File: src/rtl/cpu_pkg.sv
// Shared CPU front-end types and constants for the fetch slice.
package cpu_pkg;

    localparam int unsigned XLEN = 32;
    localparam int unsigned ILEN = 32;

    localparam logic [ILEN-1:0] NOP_INST = 32'h0000_0013;

    // One buffered instruction together with the PC it was fetched from.
    typedef struct packed {
        logic [ILEN-1:0] inst;
        logic [XLEN-1:0] pc;
    } fetch_entry_t;

    // Memory-request tracking: idle, one live request, or one request whose data is stale.
    typedef enum logic [1:0] {
        S_IDLE  = 2'd0,
        S_BUSY  = 2'd1,
        S_DRAIN = 2'd2
    } fetch_state_e;

    // Sequential next-word PC with natural 32-bit wrap.
    function automatic logic [XLEN-1:0] pc_next(input logic [XLEN-1:0] pc);
        return pc + XLEN'(4);
    endfunction

endpackage

File: src/rtl/inst_fetch_unit_if.sv
// Fetch-stage bus bundle: redirect input, instruction-memory port and decode handshake.
interface inst_fetch_unit_if;
    import cpu_pkg::*;

    logic            redirect_valid;
    logic [XLEN-1:0] redirect_pc;

    logic            imem_req_valid;
    logic            imem_req_ready;
    logic [XLEN-1:0] imem_req_addr;
    logic            imem_resp_valid;
    logic [ILEN-1:0] imem_resp_data;

    logic            inst_valid;
    logic            inst_ready;
    logic [ILEN-1:0] inst;
    logic [XLEN-1:0] inst_pc;
    logic [XLEN-1:0] inst_pc_plus4;
    logic            misalign;

    // Fetch unit side.
    modport master (
        input  redirect_valid, redirect_pc,
        input  imem_req_ready, imem_resp_valid, imem_resp_data,
        input  inst_ready,
        output imem_req_valid, imem_req_addr,
        output inst_valid, inst, inst_pc, inst_pc_plus4, misalign
    );

    // Execute / memory / decode side.
    modport slave (
        output redirect_valid, redirect_pc,
        output imem_req_ready, imem_resp_valid, imem_resp_data,
        output inst_ready,
        input  imem_req_valid, imem_req_addr,
        input  inst_valid, inst, inst_pc, inst_pc_plus4, misalign
    );

endinterface

File: src/rtl/inst_fifo.sv
// Pointer-based synchronous FIFO of fetched {inst, pc} entries; flush empties it in one cycle.
module inst_fifo
    import cpu_pkg::*;
#(
    parameter int unsigned DEPTH = 2
) (
    input  logic                     clk,
    input  logic                     rst,
    input  logic                     push,
    input  logic                     pop,
    input  logic                     flush,
    input  fetch_entry_t             push_data,
    output fetch_entry_t             head,
    output logic [$clog2(DEPTH):0]   count,
    output logic                     empty,
    output logic                     full
);

    localparam int unsigned AW = $clog2(DEPTH);
    localparam int unsigned CW = AW + 1;

    fetch_entry_t    mem [DEPTH];
    logic [AW-1:0]   wr_ptr;
    logic [AW-1:0]   rd_ptr;
    logic [CW-1:0]   cnt;
    logic            do_push;
    logic            do_pop;

    assign do_push = push && !full;
    assign do_pop  = pop && !empty;

    // Pointer and occupancy update; power-of-two depth lets pointers wrap naturally.
    always_ff @(posedge clk) begin
        if (!rst) begin
            wr_ptr <= '0;
            rd_ptr <= '0;
            cnt    <= '0;
        end else if (flush) begin
            wr_ptr <= '0;
            rd_ptr <= '0;
            cnt    <= '0;
        end else begin
            if (do_push) wr_ptr <= wr_ptr + AW'(1);
            if (do_pop)  rd_ptr <= rd_ptr + AW'(1);
            if (do_push && !do_pop)      cnt <= cnt + CW'(1);
            else if (do_pop && !do_push) cnt <= cnt - CW'(1);
        end
    end

    // Entry storage; contents need no reset because count gates visibility.
    always_ff @(posedge clk) begin
        if (do_push && !flush) mem[wr_ptr] <= push_data;
    end

    assign head  = mem[rd_ptr];
    assign count = cnt;
    assign empty = (cnt == '0);
    assign full  = (cnt == CW'(DEPTH));

endmodule

File: src/rtl/inst_fetch_unit.sv
// Decoupled instruction fetch: owns the fetch PC, keeps one imem request in flight,
// buffers responses in inst_fifo and drops wrong-path data after a redirect.
// Optional build macro: FETCH_MISALIGN_CHECK_EN (flags misaligned redirects and halts fetch).
module inst_fetch_unit
    import cpu_pkg::*;
#(
    parameter logic [XLEN-1:0] RESET_PC = 32'h0000_0000,
    parameter int unsigned     DEPTH    = 2
) (
    input  logic                clk,
    input  logic                rst,
    inst_fetch_unit_if.master   bus
);

    localparam int unsigned CW = $clog2(DEPTH) + 1;

    fetch_state_e    state;
    fetch_state_e    state_n;
    logic [XLEN-1:0] fetch_pc;
    logic [XLEN-1:0] req_pc;
    logic [XLEN-1:0] redirect_tgt;
    logic            fetch_block;
    logic            outstanding;

    logic            req_valid_c;
    logic            req_fire;
    logic            resp_fire;
    logic            push;
    logic            pop;

    fetch_entry_t    push_data;
    fetch_entry_t    head;
    logic [CW-1:0]   fifo_count;
    logic            fifo_empty;
    logic            fifo_full;

`ifdef FETCH_MISALIGN_CHECK_EN
    logic misalign_q;

    // Sticky misalign flag: any redirect re-evaluates it from the target's low bits.
    always_ff @(posedge clk) begin
        if (!rst) begin
            misalign_q <= 1'b0;
        end else if (bus.redirect_valid) begin
            misalign_q <= |bus.redirect_pc[1:0];
        end
    end

    assign redirect_tgt = bus.redirect_pc;
    assign fetch_block  = misalign_q;
    assign bus.misalign = misalign_q;
`else
    assign redirect_tgt = {bus.redirect_pc[XLEN-1:2], 2'b00};
    assign fetch_block  = 1'b0;
    assign bus.misalign = 1'b0;
`endif

    assign outstanding = (state != S_IDLE);

    // Request-tracking state register.
    always_ff @(posedge clk) begin
        if (!rst) begin
            state <= S_IDLE;
        end else begin
            state <= state_n;
        end
    end

    // Next-state plus issue/push/pop decisions; a redirect overrides everything this cycle.
    always_comb begin
        state_n     = state;
        req_valid_c = 1'b0;
        req_fire    = 1'b0;
        resp_fire   = 1'b0;
        push        = 1'b0;
        pop         = 1'b0;

        req_valid_c = !outstanding
                      && ((fifo_count + CW'(outstanding)) < CW'(DEPTH))
                      && !bus.redirect_valid
                      && !fetch_block;
        req_fire    = req_valid_c && bus.imem_req_ready;
        resp_fire   = bus.imem_resp_valid && outstanding;
        pop         = !fifo_empty && bus.inst_ready && !bus.redirect_valid;

        case (state)
            S_IDLE: begin
                if (req_fire) state_n = S_BUSY;
            end
            S_BUSY: begin
                if (resp_fire) begin
                    state_n = S_IDLE;
                    push    = !bus.redirect_valid;
                end else if (bus.redirect_valid) begin
                    state_n = S_DRAIN;
                end
            end
            S_DRAIN: begin
                if (resp_fire) state_n = S_IDLE;
            end
            default: begin
                state_n = S_IDLE;
            end
        endcase
    end

    // Fetch PC and the PC tagged onto the in-flight request.
    always_ff @(posedge clk) begin
        if (!rst) begin
            fetch_pc <= RESET_PC;
            req_pc   <= RESET_PC;
        end else begin
            if (bus.redirect_valid) begin
                fetch_pc <= redirect_tgt;
            end else if (req_fire) begin
                fetch_pc <= pc_next(fetch_pc);
            end
            if (req_fire) begin
                req_pc <= fetch_pc;
            end
        end
    end

    assign push_data.inst = bus.imem_resp_data;
    assign push_data.pc   = req_pc;

    inst_fifo #(
        .DEPTH (DEPTH)
    ) u_fifo (
        .clk       (clk),
        .rst       (rst),
        .push      (push),
        .pop       (pop),
        .flush     (bus.redirect_valid),
        .push_data (push_data),
        .head      (head),
        .count     (fifo_count),
        .empty     (fifo_empty),
        .full      (fifo_full)
    );

    assign bus.imem_req_valid = req_valid_c;
    assign bus.imem_req_addr  = fetch_pc;

    // Decode view of the FIFO head; all-zero while empty.
    assign bus.inst_valid    = !fifo_empty;
    assign bus.inst          = fifo_empty ? '0 : head.inst;
    assign bus.inst_pc       = fifo_empty ? '0 : head.pc;
    assign bus.inst_pc_plus4 = fifo_empty ? '0 : pc_next(head.pc);

endmodule
File: src/flat_wrapper.sv
// flat-port wrapper written by rule: the top's interface ports become plain ports
module inst_fetch_unit_flat import cpu_pkg::*;
#(
    parameter logic [XLEN-1:0] RESET_PC = 32'h0000_0000,
    parameter int unsigned     DEPTH    = 2
)
  (clk, rst, bus_redirect_valid, bus_redirect_pc, bus_imem_req_ready, bus_imem_resp_valid, bus_imem_resp_data, bus_inst_ready, bus_imem_req_valid, bus_imem_req_addr, bus_inst_valid, bus_inst, bus_inst_pc, bus_inst_pc_plus4, bus_misalign);
  inst_fetch_unit_if bus_i ();
  input  logic clk;
  input  logic rst;
  input wire logic [$bits(bus_i.redirect_valid)-1:0] bus_redirect_valid;
  input wire logic [$bits(bus_i.redirect_pc)-1:0] bus_redirect_pc;
  input wire logic [$bits(bus_i.imem_req_ready)-1:0] bus_imem_req_ready;
  input wire logic [$bits(bus_i.imem_resp_valid)-1:0] bus_imem_resp_valid;
  input wire logic [$bits(bus_i.imem_resp_data)-1:0] bus_imem_resp_data;
  input wire logic [$bits(bus_i.inst_ready)-1:0] bus_inst_ready;
  output wire logic [$bits(bus_i.imem_req_valid)-1:0] bus_imem_req_valid;
  output wire logic [$bits(bus_i.imem_req_addr)-1:0] bus_imem_req_addr;
  output wire logic [$bits(bus_i.inst_valid)-1:0] bus_inst_valid;
  output wire logic [$bits(bus_i.inst)-1:0] bus_inst;
  output wire logic [$bits(bus_i.inst_pc)-1:0] bus_inst_pc;
  output wire logic [$bits(bus_i.inst_pc_plus4)-1:0] bus_inst_pc_plus4;
  output wire logic [$bits(bus_i.misalign)-1:0] bus_misalign;
  assign bus_i.redirect_valid = bus_redirect_valid;
  assign bus_i.redirect_pc = bus_redirect_pc;
  assign bus_i.imem_req_ready = bus_imem_req_ready;
  assign bus_i.imem_resp_valid = bus_imem_resp_valid;
  assign bus_i.imem_resp_data = bus_imem_resp_data;
  assign bus_i.inst_ready = bus_inst_ready;
  assign bus_imem_req_valid = bus_i.imem_req_valid;
  assign bus_imem_req_addr = bus_i.imem_req_addr;
  assign bus_inst_valid = bus_i.inst_valid;
  assign bus_inst = bus_i.inst;
  assign bus_inst_pc = bus_i.inst_pc;
  assign bus_inst_pc_plus4 = bus_i.inst_pc_plus4;
  assign bus_misalign = bus_i.misalign;
  inst_fetch_unit #(.RESET_PC(RESET_PC), .DEPTH(DEPTH)) u_core (.clk(clk), .rst(rst), .bus(bus_i));
endmodule
File: config.mk
export PLATFORM = sky130hd
export DESIGN_NAME = inst_fetch_unit_flat
export DESIGN_NICKNAME = d
export VERILOG_FILES = /design/src/rtl/cpu_pkg.sv /design/src/rtl/inst_fetch_unit_if.sv /design/src/rtl/inst_fifo.sv /design/src/rtl/inst_fetch_unit.sv /design/src/flat_wrapper.sv
export SDC_FILE = /design/constraint.sdc
export NUM_CORES = 1
export LEC_CHECK = 0
export BUFFER_PORTS_ARGS = -buffer_cell sky130_fd_sc_hd__buf_4
export CAP_MARGIN = 10
export CELL_PAD_IN_SITES_DETAIL_PLACEMENT = 2
export CELL_PAD_IN_SITES_GLOBAL_PLACEMENT = 2
export CORE_MARGIN = 5
export CORE_UTILIZATION = 34
export DETAILED_ROUTE_END_ITERATION = 10
export PLACE_DENSITY = 0.9
export SETUP_SLACK_MARGIN = 0.15
export SLEW_MARGIN = 20
export SYNTH_ARGS = -nofsm -noshare
export SYNTH_HDL_FRONTEND = slang
export SYNTH_SLANG_ARGS = --single-unit
File: constraint.sdc
create_clock -name clk -period 6.2 [get_ports clk]
set_input_delay 1.24 -clock clk [delete_from_list [all_inputs] [get_ports clk]]
set_output_delay 1.24 -clock clk [all_outputs]
set_load 0.005 [all_outputs]
==> results by group, run 1 <==
Hold path
  – HP Start: u_core.req_pc[17]
  – Hold-critical path depth: 0
  – WHS Endpoint: u_core.u_fifo.mem[1][17]
  – Type of the tightest min-delay check: flip-flop to flip-flop

Yosys
  – Commonest cells in the netlist: edfxtp_1 (124), nand2_1 (117), nor2_1 (98)
  – Ys async rst share: 0%
  – Ys flop type: edfxtp_1
  – Distinct cells, synth: 76
  – Synth top area cells: edfxtp_1 (42%), dfxtp_1 (15%), mux2i_1 (6.6%)
  – Most frequent cell after synthesis: edfxtp_1
  – FF+latch count, synth: 191
  – Post-synth EDFFs: ~120
  – Synthesized cell area: slightly below 9000 um2
  – Synth warn: 0
  – Post-synth top area cell: edfxtp_1
  – Avg Cell Area, Syn: around 11 um2
  – Synthesized instance count: between 800 and 900
  – Top-area cell type share of the netlist area: a little over two fifths
  – Seq/Total Area, Yosys: between 50% and 60%

Layout
  – Final Net Count: around 1100
  – Ant diodes: 0
  – Layout cells sized above 1: a little over a quarter
  – Fin area: between 10000 and 15000 um2
  – Syn-to-layout area delta: 25.6%
  – Final core utilization: ~43%
  – Final std cells w/o fill: 1342

Critical path
  – RR Endpoint: u_core.bus.imem_req_addr[31]
  – CP arrival: roughly 3.6 ns
  – CP Cell Sequence: mux2_2 -> ha_1 -> inv_1 -> a211oi_4 -> nand4_2 -> o21ai_0 -> o31ai_1 -> buf_4
  – Crit-path leading delay family: flip-flops
  – Buf/Inv on CP: 2
  – Critical path data required time: roughly 5.0 ns
  – CP Launch Type: flip-flop
  – Reg2Reg Depth: 5
  – Worst-path fanout max: 64
  – Reg-to-Reg Start: u_core.state[1]
  – Endpoint type of the worst setup path: output port
  – Max stage delay on crit path: between 0.9 and 1 ns
  – Critical Setup Path Class: flip-flop to output port
  – FF-to-FF setup slack: roughly 3.5 ns
  – Crit path max-delay cell type: dfxtp_4

Detailed routing
  – Routed len/inst: 21.4 um
  – DR pass1 iterations: 4
  – Vias per cell: ~5.2
  – First DRT Iteration DRCs: between 300 and 400
  – Drt total wl: 28700 um
  – DRC: 0
  – Via count: 7030
  – Detail Route Antenna Nets: 0

Global route
  – Vias in the first global route: between 7000 and 8000
  – GRT busiest layer: met2
  – Gr ovfl total: 0
  – Largest net degree at the start of global routing: between 80 and 90
  – Met2 Track Usage GR: between 30% and 40%
  – Met1 usage: between 20% and 30%
  – Total GRT Usage: between 10% and 20%
  – Antenna violations before repair: 0
  – Global-route wire length before repair: 44100 um
  – M3 GR Usage: 3.25%

Flow run
  – Max Cap Viol: 0

Clocking
  – Post-CTS Hold Buffers: 0
  – Post-CTS setup buffers: 0
  – # H-tree levels: 4
  – Clk root buf: clkbuf_16
  – Clock Tree Buf Depth: 2
  – Clock Sinks: around 190
  – Worst skew pair latency: approximately 0.44 ns
  – CTS resizes: 0
  – Clk slew on worst S/H paths: approximately 0.070 ns
  – Clock tree from TritonCTS: built
  – CTS Buf Count: 17

Placement
  – Dpl cell area: 10600 um2
  – IO Port Bufs: between 150 and 200
  – DP HPWL: around 21000 um
  – RePlAce Congestion: just under 0.8
  – Cells after DPL: ~1300

Power and ir drop
  – Seq pwr share: 52.5%
  – Worst VDD drop: 0.155 mV
  – Power density cells: between 200 and 250 nW/um2
  – Switching share of power: between 20% and 30%
  – Switching power: slightly below 700 uW
  – Combinational group share of total power: between 6 and 7%
  – Pint: roughly 2 mW
  – Leakage: ~4.1 nW
  – Clk pwr share: 41.4%

Timing
  – Min Tclk post-route: between 4 and 5 ns
  – Normalized max-slew margin: around a third
  – Skew final: approximately 0.013 ns
  – Tcrit/Tclk final: between 70% and 80%
  – Worst Max-Slew Pin Slew: ~1.0 ns
  – Max Fclk: 0.206 GHz
  – Count of pins over their slew limit: 0
  – Setup TNS: 0 ns
  – # setup viols final: 0
  – Hold_ws: 0.469 ns
  – RSZ-0062 raised after global routing: false
  – Final hold viol count: 0

Floorplan
  – Num ports: 201
  – Core Region: approximately 26000 um2
  – Initial core utilization: 34.4%
  – Total die area: 29500 um2
  – Die height: ~170 um
  – Die width: roughly 170 um
  – Rows: 59

Status
  – Status: finished, final reports clean
==> sequential cells by signal, indices dropped and copies added (netlist names), named ones only <==
register	cells
u_core.u_fifo.mem	124
u_core.bus.imem_req_addr	30
u_core.req_pc	30
u_core.state	2
u_core.u_fifo.count	2
u_core.u_fifo.rd_ptr	1
u_core.u_fifo.wr_ptr	1
==> worst register-to-register path: stages (launching register included) <==
cell	delay, ns
dfxtp_1	0.39
nor4_4	0.43
nand2_1	0.68
buf_4	0.49
or4_1	0.51
o221ai_1	0.15
==> through the flow <==
stage	power (mW)	setup WS [ns]
after floorplan	1.50	1.16
after global placement	1.58	1.88
after detailed placement	1.60	1.80
after CTS	2.70	1.28
after global routing	2.78	1.09
final	2.67	1.34
==> layout make-up <==
type | instances | area, um2
clock buffers | 17 | 425
clock inverters | 15 | 174
fillers | 2722 | 14700
inverters | 11 | 41.3
multi-input cells | 572 | 3540
flip-flops and latches | 191 | 5070
well taps | 335 | 419
repair buffers | 201 | 1530
==> placed cells by master (no fill, tap or decap), drive strengths merged, types with 7 or more instances in the layout <==
cell type / synthesis / routed
a31oi: 15 / 15
clkbuf: 27 / 17
nor3: 16 / 16
mux2: 11 / 11
mux2i: 60 / 60
xnor2: 8 / 8
and3: 9 / 9
a21oi: 59 / 59
dfxtp: 67 / 67
nand3: 24 / 24
nand4: 21 / 21
o31ai: 8 / 8
nand2: 117 / 117
buf: 28 / 201
nor2: 98 / 98
conb: 1 / 7
a22oi: 7 / 7
o21ai: 25 / 25
edfxtp: 124 / 124
inv: 10 / 20
==> worst max path at each step <==
stage	slack [ns]	endpoint	depth (start not counted)
floorplan	1.16	u_core.u_fifo.mem[0][10]	3
global placement	1.88	bus_inst_pc_plus4[30]	7
detailed placement	1.80	bus_inst_pc_plus4[26]	8
CTS	1.28	bus_inst_pc_plus4[26]	8
global route	1.09	bus_inst_pc_plus4[26]	7
finish	1.34	bus_inst_pc_plus4[26]	8
==> routing by layer <==
metal	up-vias	part of all wire [%]
li1	3337	-
met4	0	1.9
met2	177	50
met5	-	0
met1	3486	44
met3	30	4.5
==> power groups by stage <==
stage | Sequential [mW] | Combinational [mW] | Clock [mW]
6_report | 1.40 | 0.164 | 1.11
5_1_grt | 1.41 | 0.180 | 1.19
4_1_cts | 1.40 | 0.166 | 1.13
3_5_place_dp | 1.43 | 0.164 | 0
3_3_place_gp | 1.43 | 0.155 | 0
2_1_floorplan | 1.42 | 0.0787 | 0
==> logic make-up after synthesis <==
| kind of cell | synth area share, % |
|---|---|
| XOR/XNOR | 1.38 |
| flip-flops | 56.8 |
| adder cells (fa/ha/maj) | 0.421 |
| other | 0.0421 |
| buffers and inverters | 3.90 |
| AO/OA/AOI/OAI | 11.2 |
| multiplexers | 8.17 |
| AND/OR/NAND/NOR | 18.0 |
Note: power is estimated with default switching activity, not from simulation.
==> run 2: changes to the inputs <==
- ABC_AREA: not set -> 1
- CORE_UTILIZATION: 34 -> 29
- PLACE_DENSITY: 0.9 -> 0.88
- clock period: 6.2 -> 4.4 ns (I/O delays scaled with it)
==> run 2 against run 1 <==
  * Sequential cell count unchanged
  * Combinational power increased by 71%
  * Sequential share of layout area decreased by 2.1 points
  * First-iteration DRC count decreased by 13%
  * Routed wire length increased by 10%
  * Setup slack got worse by 0.48 ns
  * Largest cell class unchanged
  * Highest routed layer unchanged
==> results by group, run 2 <==
Status
  – Status: finished, final reports clean

Flow run
  – Max Cap Viol: 0 (unchanged)

Power and ir drop
  – Overall Power: 3.80 mW (+42%)
  – Worst VDD drop: 0.292 mV (+89%)
  – Power density cells: 324 nW/um2 (+36%)
  – Leakage: 4.93 nW (+21%)

Placement
  – Cells after DPL: 1716 (+31%)
  – IO Port Bufs: 191 (unchanged)
  – DP HPWL: 24500 um (+18%)
  – RePlAce Congestion: 0.841 (+8.3%)

Layout
  – Layout cells sized above 1: 20.7% (-6.2 points)
  – Syn-to-layout area delta: 25.3%
  – Reg area: 5070 um2 (about the same)
  – Final Net Count: 1406 (+32%)
  – Largest Register: u_core.u_fifo.mem
  – Most common cell after layout, fill and taps aside: nand2_1
  – Fill cells: 3610 (+33%)
  – Final std cells w/o fill: 1748 (+30%)
  – Largest register FFs: 124 (unchanged)
  – Ant diodes: 0 (unchanged)
  – Area of the multi-input gates: 3640 um2 (+2.9%)
  – Final core utilization: 37.0% (-6.2 points)
  – Most frequent cells in the layout: nand2_1 (388), buf_4 (204), nor2_1 (153), edfxtp_1 (124), inv_1 (103)

Detailed routing
  – First DRT Iteration DRCs: 336 (-13%)
  – Via count: 8316 (+18%)
  – Drt total wl: 31700 um (+10%)
  – Vias per cell: 4.76 (-9.2%)
  – DRC: 0 (unchanged)
  – Routed len/inst: 18.1 um (-15%)
  – DR pass1 iterations: 4 (unchanged)
  – Detail Route Antenna Nets: 0 (unchanged)

Timing
  – Worst Max-Slew Pin Slew: 0.895 ns (-0.103 ns)
  – # setup viols final: 0 (unchanged)
  – Final hold viol count: 0 (unchanged)
  – Max Fclk: between 0.2 and 0.3 GHz
  – RSZ-0062 raised after global routing: false
  – Count of pins over their slew limit: 0 (unchanged)
  – Skew final: 0.0116 ns (-0.00129 ns)
  – Min Tclk post-route: around 3.5 ns
  – Normalized max-slew margin: 40.3% (+7.0 points)
  – Tcrit/Tclk final: roughly four fifths
  – Setup TNS: 0 ns (unchanged)

Yosys
  – Synth warn: 0 (unchanged)
  – Post-Synth XOR/XNOR Area: 0.922% (-0.45 points)
  – Adder-Cell Fraction of Synth Area: 0.401% (-0.020 points)
  – Synthesized instance count: 1158 (+41%)
  – Synthesized cell area: 9360 um2 (+5.1%)
  – FF+latch count, synth: 191 (unchanged)
  – Post-synth top area cell: edfxtp_1
  – Ys async rst share: 0% (unchanged)
  – Avg Cell Area, Syn: 8.08 um2 (-25%)
  – Distinct cells, synth: 43 (-43%)
  – Synth Area in Simple Gates: 28.2% (+10 points)
  – Top-area cell type share of the netlist area: 39.8% (-2.0 points)
  – Commonest cells in the netlist: nand2_1 (388), nor2_1 (156), edfxtp_1 (124)
  – Post-synthesis compound-gate area fraction: 8.90% (-2.3 points)
  – Seq/Total Area, Yosys: 54.1% (-2.7 points)
  – Synth top area cells: edfxtp_1 (40%), nand2_1 (16%), dfxtp_1 (14%)
  – Main combinational cell family by area after synthesis: simple AND/OR/NAND/NOR gates
  – Ys flop type: edfxtp_1
  – Post-synthesis mux area share: 0% (-8.2 points)
  – Post-synth EDFFs: 124 (unchanged)
  – Most frequent cell after synthesis: nand2_1

Critical path
  – CP Launch Type: flip-flop
  – Reg2Reg Depth: 7 (+2)
  – Critical Setup Path Class: flip-flop to output port
  – Reg-to-Reg Start: u_core.state[0]
  – FF-to-FF setup slack: 1.87 ns (-1.60 ns)
  – End point of the critical path: bus_inst_pc_plus4[26]
  – RR Endpoint: u_core.u_fifo.mem[0][43]
  – Critical path data required time: 3.52 ns (-1.44 ns)
  – Worst-path fanout max: 37 (-42%)
  – CP arrival: 2.66 ns (-0.96 ns)
  – Endpoint type of the worst setup path: output port

Floorplan
  – Rows: 65 (+10%)
  – Core Region: 31700 um2 (+22%)
  – Num ports: 201 (unchanged)
  – Initial core utilization: 29.5% (-4.9 points)
  – Total die area: 36000 um2 (+22%)
  – Die width: 190 um (+10%)
  – Die height: 190 um (+10%)

Clocking
  – Post-CTS Hold Buffers: 0 (unchanged)
  – Post-CTS setup buffers: 0 (unchanged)
  – Worst skew pair latency: 0.44 ns (about the same)
  – Clk root buf: clkbuf_16
  – Clk slew on worst S/H paths: 0.07 ns (about the same)
  – Clock tree from TritonCTS: built
  – CTS Buf Count: 17 (unchanged)
  – CTS resizes: 0 (unchanged)
  – Clock Sinks: 191 (unchanged)
  – # H-tree levels: 4 (unchanged)
  – Clock Tree Buf Depth: 2 (unchanged)

Global route
  – Antenna violations before repair: 0 (unchanged)
  – Global-route wire length before repair: 50700 um (+15%)
  – Total GRT Usage: 17.6% (-1.6 points)
  – Gr ovfl total: 0 (unchanged)
  – Largest net degree at the start of global routing: 84 (+2.4%)
  – Vias in the first global route: 9143 (+20%)

Hold path
  – Type of the tightest min-delay check: flip-flop to flip-flop
[run 2: cell types whose count changed after synthesis, sizes merged, moves of 9 or more]
cell   change
nand4     -14
o21ai     +15
and3       -9
a21oi     +21
inv       +95
nand3     +18
nor2      +72
nand2    +288
mux2i     -60
mux2      -11
[run 2: metrics by stage]
step / cell area, um2 / hold slack, ns / setup slack (ns)
after global routing: 11700 / 0.478 / 0.553
after floorplan: 9390 / 0.420 / 0.815
after detailed placement: 11100 / 0.458 / 1.09
final: 11700 / 0.465 / 0.858
after global placement: 11100 / 0.434 / 1.21
after CTS: 11700 / 0.472 / 0.769
[run 2: how the worst min path moves through the flow]
stage | slack, ns | depth (start not counted) | to | from
floorplan | 0.42 | 0 | u_core.u_fifo.mem[0][10] | u_core.req_pc[10]
global placement | 0.43 | 0 | u_core.u_fifo.mem[1][12] | u_core.req_pc[12]
detailed placement | 0.46 | 0 | u_core.u_fifo.mem[0][24] | u_core.req_pc[24]
CTS | 0.47 | 0 | u_core.u_fifo.mem[0][19] | u_core.req_pc[19]
global route | 0.48 | 0 | u_core.u_fifo.mem[0][19] | u_core.req_pc[19]
finish | 0.47 | 0 | u_core.u_fifo.mem[0][19] | u_core.req_pc[19]
[run 2: worst max-delay path: stages, from the launching register on]
cell,delay (ns)
dfxtp_2,0.36
buf_4,0.37
nand2_1,0.09
nand2_1,0.18
ha_1,0.22
inv_1,0.08
nor2_2,0.17
inv_2,0.06
nor2_1,0.25
nand2_1,0.09
nand2_1,0.06
nand2_1,0.05
nor2_1,0.11
buf_4,0.14
[run 2: logic make-up after synthesis]
family	count (synthesis)
AND/OR/NAND/NOR	642
flip-flops	191
buffers and inverters	160
AO/OA/AOI/OAI	152
XOR/XNOR	9
adder cells (fa/ha/maj)	3
other	1
[run 2: final cells by class]
cell class | instances | area share, %
flip-flops and latches | 191 | 43.2
well taps | 402 | 4.29
clock buffers | 17 | 3.63
repair buffers | 204 | 13.1
inverters | 106 | 3.44
multi-input cells | 813 | 31.0
clock inverters | 15 | 1.35
[run 2: metal layers]
layer	wire length, um	GRT usage, %	up-vias
met4	338	3.73	0
met5	0	0	-
met2	15800	31.1	158
li1	-	-	4071
met1	14700	23.0	4067
met3	874	2.61	20
[run 2: power by group]
part,switching (mW),internal (mW),leakage (nW)
registers,0.0510,1.95,1.72
logic,0.159,0.123,2.93
clock network,0.756,0.764,0.282
total,0.966,2.83,4.93
==> run 3: changes to the inputs <==
- ABC_AREA: 1 -> 0
- CORE_UTILIZATION: 29 -> 34
- PLACE_DENSITY: 0.88 -> 0.9
- clock period: 4.4 -> 3.4 ns (I/O delays scaled with it)
==> run 3 against run 2 <==
  * Sequential power is 28% higher
  * Setup slack worse by 0.69 ns
  * Register-to-register slack lost 0.73 ns
  * Clock skew is 0.010 ns higher
  * Critical path type unchanged
  * Cell count shrank 21%
  * Non-clock buffer count rose by 31
  * Combinational power up 10%
==> results by group, run 3 (synthesized netlist as in run 1, its figures left out) <==
Layout
  – Reg area: 5070 um2 (about the same)
  – Fin area: 11700 um2 (-0.53%)
  – Ant diodes: 0 (unchanged)
  – Most frequent cells in the layout: buf_4 (220), edfxtp_1 (124), nand2_1 (117), nor2_1 (97), dfxtp_1 (66)
  – Final std cells w/o fill: 1377 (-21%)
  – Final Net Count: 1102 (-22%)
  – Layout cells sized above 1: 30.7% (+10 points)
  – Fill cells: 2708 (-25%)
  – Final core utilization: 45.0% (+8.0 points)
  – Area of the multi-input gates: 3660 um2 (+0.58%)
  – Largest Register: u_core.u_fifo.mem
  – Most common cell after layout, fill and taps aside: buf_4
  – Syn-to-layout area delta: 30.9%
  – Largest register FFs: 124 (unchanged)

Clocking
  – Clock tree from TritonCTS: built
  – Clk root buf: clkbuf_16
  – CTS Buf Count: 17 (unchanged)
  – Clock Sinks: 191 (unchanged)
  – Clock Tree Buf Depth: 2 (unchanged)
  – # H-tree levels: 4 (unchanged)
  – Worst skew pair latency: 0.45 ns (about the same)
  – Clk slew on worst S/H paths: 0.09 ns (+0.02 ns)
  – Post-CTS Hold Buffers: 0 (unchanged)

Global route
  – Global-route wire length before repair: 47200 um (-6.8%)
  – Antenna violations before repair: 0 (unchanged)
  – Vias in the first global route: 7966 (-13%)
  – Total GRT Usage: 20.5% (+2.9 points)
  – Gr ovfl total: 0 (unchanged)
  – Largest net degree at the start of global routing: 82 (-2.4%)

Critical path
  – CP arrival: 2.55 ns (-0.11 ns)
  – CP Launch Type: flip-flop
  – CP Cell Sequence: buf_6 -> buf_6 -> nand4_1 -> o2bb2a_4 -> nand4_1 -> buf_6 -> or3_4 -> a21oi_4 -> buf_6
  – Critical path data required time: 2.72 ns (-0.80 ns)
  – Critical Setup Path Class: flip-flop to output port
  – Endpoint type of the worst setup path: output port
  – Worst-path fanout max: 8 (-78%)
  – Cell mode on critical path: buf_6
  – Max stage delay on crit path: 0.43 ns (+0.06 ns)
  – Reg2Reg Depth: 6 (-1)
  – Crit path max-delay cell type: dfxtp_4

Status
  – Status: finished, final reports clean

Timing
  – Final hold viol count: 0 (unchanged)
  – # setup viols final: 0 (unchanged)
  – Count of pins over their slew limit: 0 (unchanged)
  – RSZ-0062 raised after global routing: true
  – Skew final: 0.0218 ns (+0.0103 ns)
  – Tcrit/Tclk final: roughly 95%
  – Setup ws final: 0.171 ns (-0.687 ns)
  – Normalized max-slew margin: 37.0% (-3.3 points)
  – Worst Max-Slew Pin Slew: 0.944 ns (+0.0490 ns)
  – Max Fclk: 0.310 GHz
  – Min Tclk post-route: 3.23 ns
  – Setup TNS: 0 ns (unchanged)
  – Hold_ws: 0.413 ns (-0.0519 ns)

Power and ir drop
  – Switching power: 1.27 mW (+32%)
  – Worst VDD drop: 0.290 mV (-0.78%)
  – Overall Power: 4.91 mW (+29%)
  – Switching share of power: 25.9% (+0.46 points)
  – Power density cells: 421 nW/um2 (+30%)
  – Pint: 3.64 mW (+28%)
  – Seq pwr share: 52.1% (-0.5 points)
  – Clk pwr share: 41.6% (+1.6 points)
  – Leakage: 4.28 nW (-13%)
  – Combinational group share of total power: 6.3% (-1.1 points)

Flow run
  – Max Cap Viol: 0 (unchanged)

Placement
  – IO Port Bufs: 191 (unchanged)
  – Pre-CTS setup slack: 0.247 ns (-0.842 ns)
  – Cells after DPL: 1321 (-23%)
  – DP HPWL: 21000 um (-14%)
  – RePlAce Congestion: 0.760 (-9.6%)
  – Dpl cell area: 10700 um2 (-4.0%)

Floorplan
  – Die height: 172 um (-9.4%)
  – Initial core utilization: 34.4% (+4.9 points)
  – Rows: 59 (-9.2%)
  – Total die area: 29500 um2 (-18%)
  – Core Region: 25900 um2 (-18%)
  – Die width: 172 um (-9.4%)
  – Num ports: 201 (unchanged)

Detailed routing
  – Routed len/inst: 22.7 um (+25%)
  – Detail Route Antenna Nets: 0 (unchanged)
  – DR pass1 iterations: 4 (unchanged)
  – Drt total wl: 31200 um (-1.5%)
  – Vias per cell: 5.29 (+11%)
  – Via count: 7286 (-12%)
  – First DRT Iteration DRCs: 352 (+4.8%)
  – DRC: 0 (unchanged)

Hold path
  – Hold-critical path depth: 1 (+1)
  – Type of the tightest min-delay check: input port to flip-flop
## run 3: power groups by stage
stage | clock, mW | combinational, mW | sequential (mW)
3_5_place_dp | 0 | 0.306 | 2.61
3_3_place_gp | 0 | 0.290 | 2.61
5_1_grt | 2.18 | 0.340 | 2.57
6_report | 2.04 | 0.310 | 2.56
2_1_floorplan | 0 | 0.144 | 2.59
4_1_cts | 2.07 | 0.312 | 2.56
## run 3: cell type report
class / count / share of cell area (%)
multi-input cells: 573 / 31.4
clock buffers: 17 / 3.65
well taps: 335 / 3.59
flip-flops and latches: 191 / 43.4
clock inverters: 15 / 1.61
repair buffers: 235 / 16.0
inverters: 11 / 0.354
## run 3: metal layers
metal / track usage [%] / vias up / part of all wire [%]
met1: 27.3 / 3696 / 44
met5: 0 / - / 0
met2: 35.3 / 167 / 51
li1: - / 3407 / -
met3: 3.27 / 16 / 3.6
met4: 4.65 / 0 / 1.0
## run 3: timing repair
item / in CTS / in global routing
setup endpoints to repair: 18 / 15
cloned: 1 / 0
pin swaps: 6 / 6
setup buffers: 13 / 10
resized for setup: 9 / 30
## run 3: path summary, 6_finish.rpt
kind	slack (ns)	end	from
worst max register to register	1.14	u_core.bus.imem_req_addr[30]	u_core.bus.imem_req_addr[3]
worst max-delay path	0.17	bus_inst_pc_plus4[27]	flip-flop
worst min register to register	0.47	u_core.u_fifo.mem[0][31]	u_core.req_pc[31]
worst min-delay path	0.41	u_core.u_fifo.mem[0][61]	bus_imem_resp_data[29]
## run 3: worst max-delay path: cells and delay by family, from the launching register on
family | cells | cell delay [ns]
compound gates | 2 | 0.47
buf+inv | 4 | 0.52
flops | 1 | 0.43
simple gates | 3 | 0.68
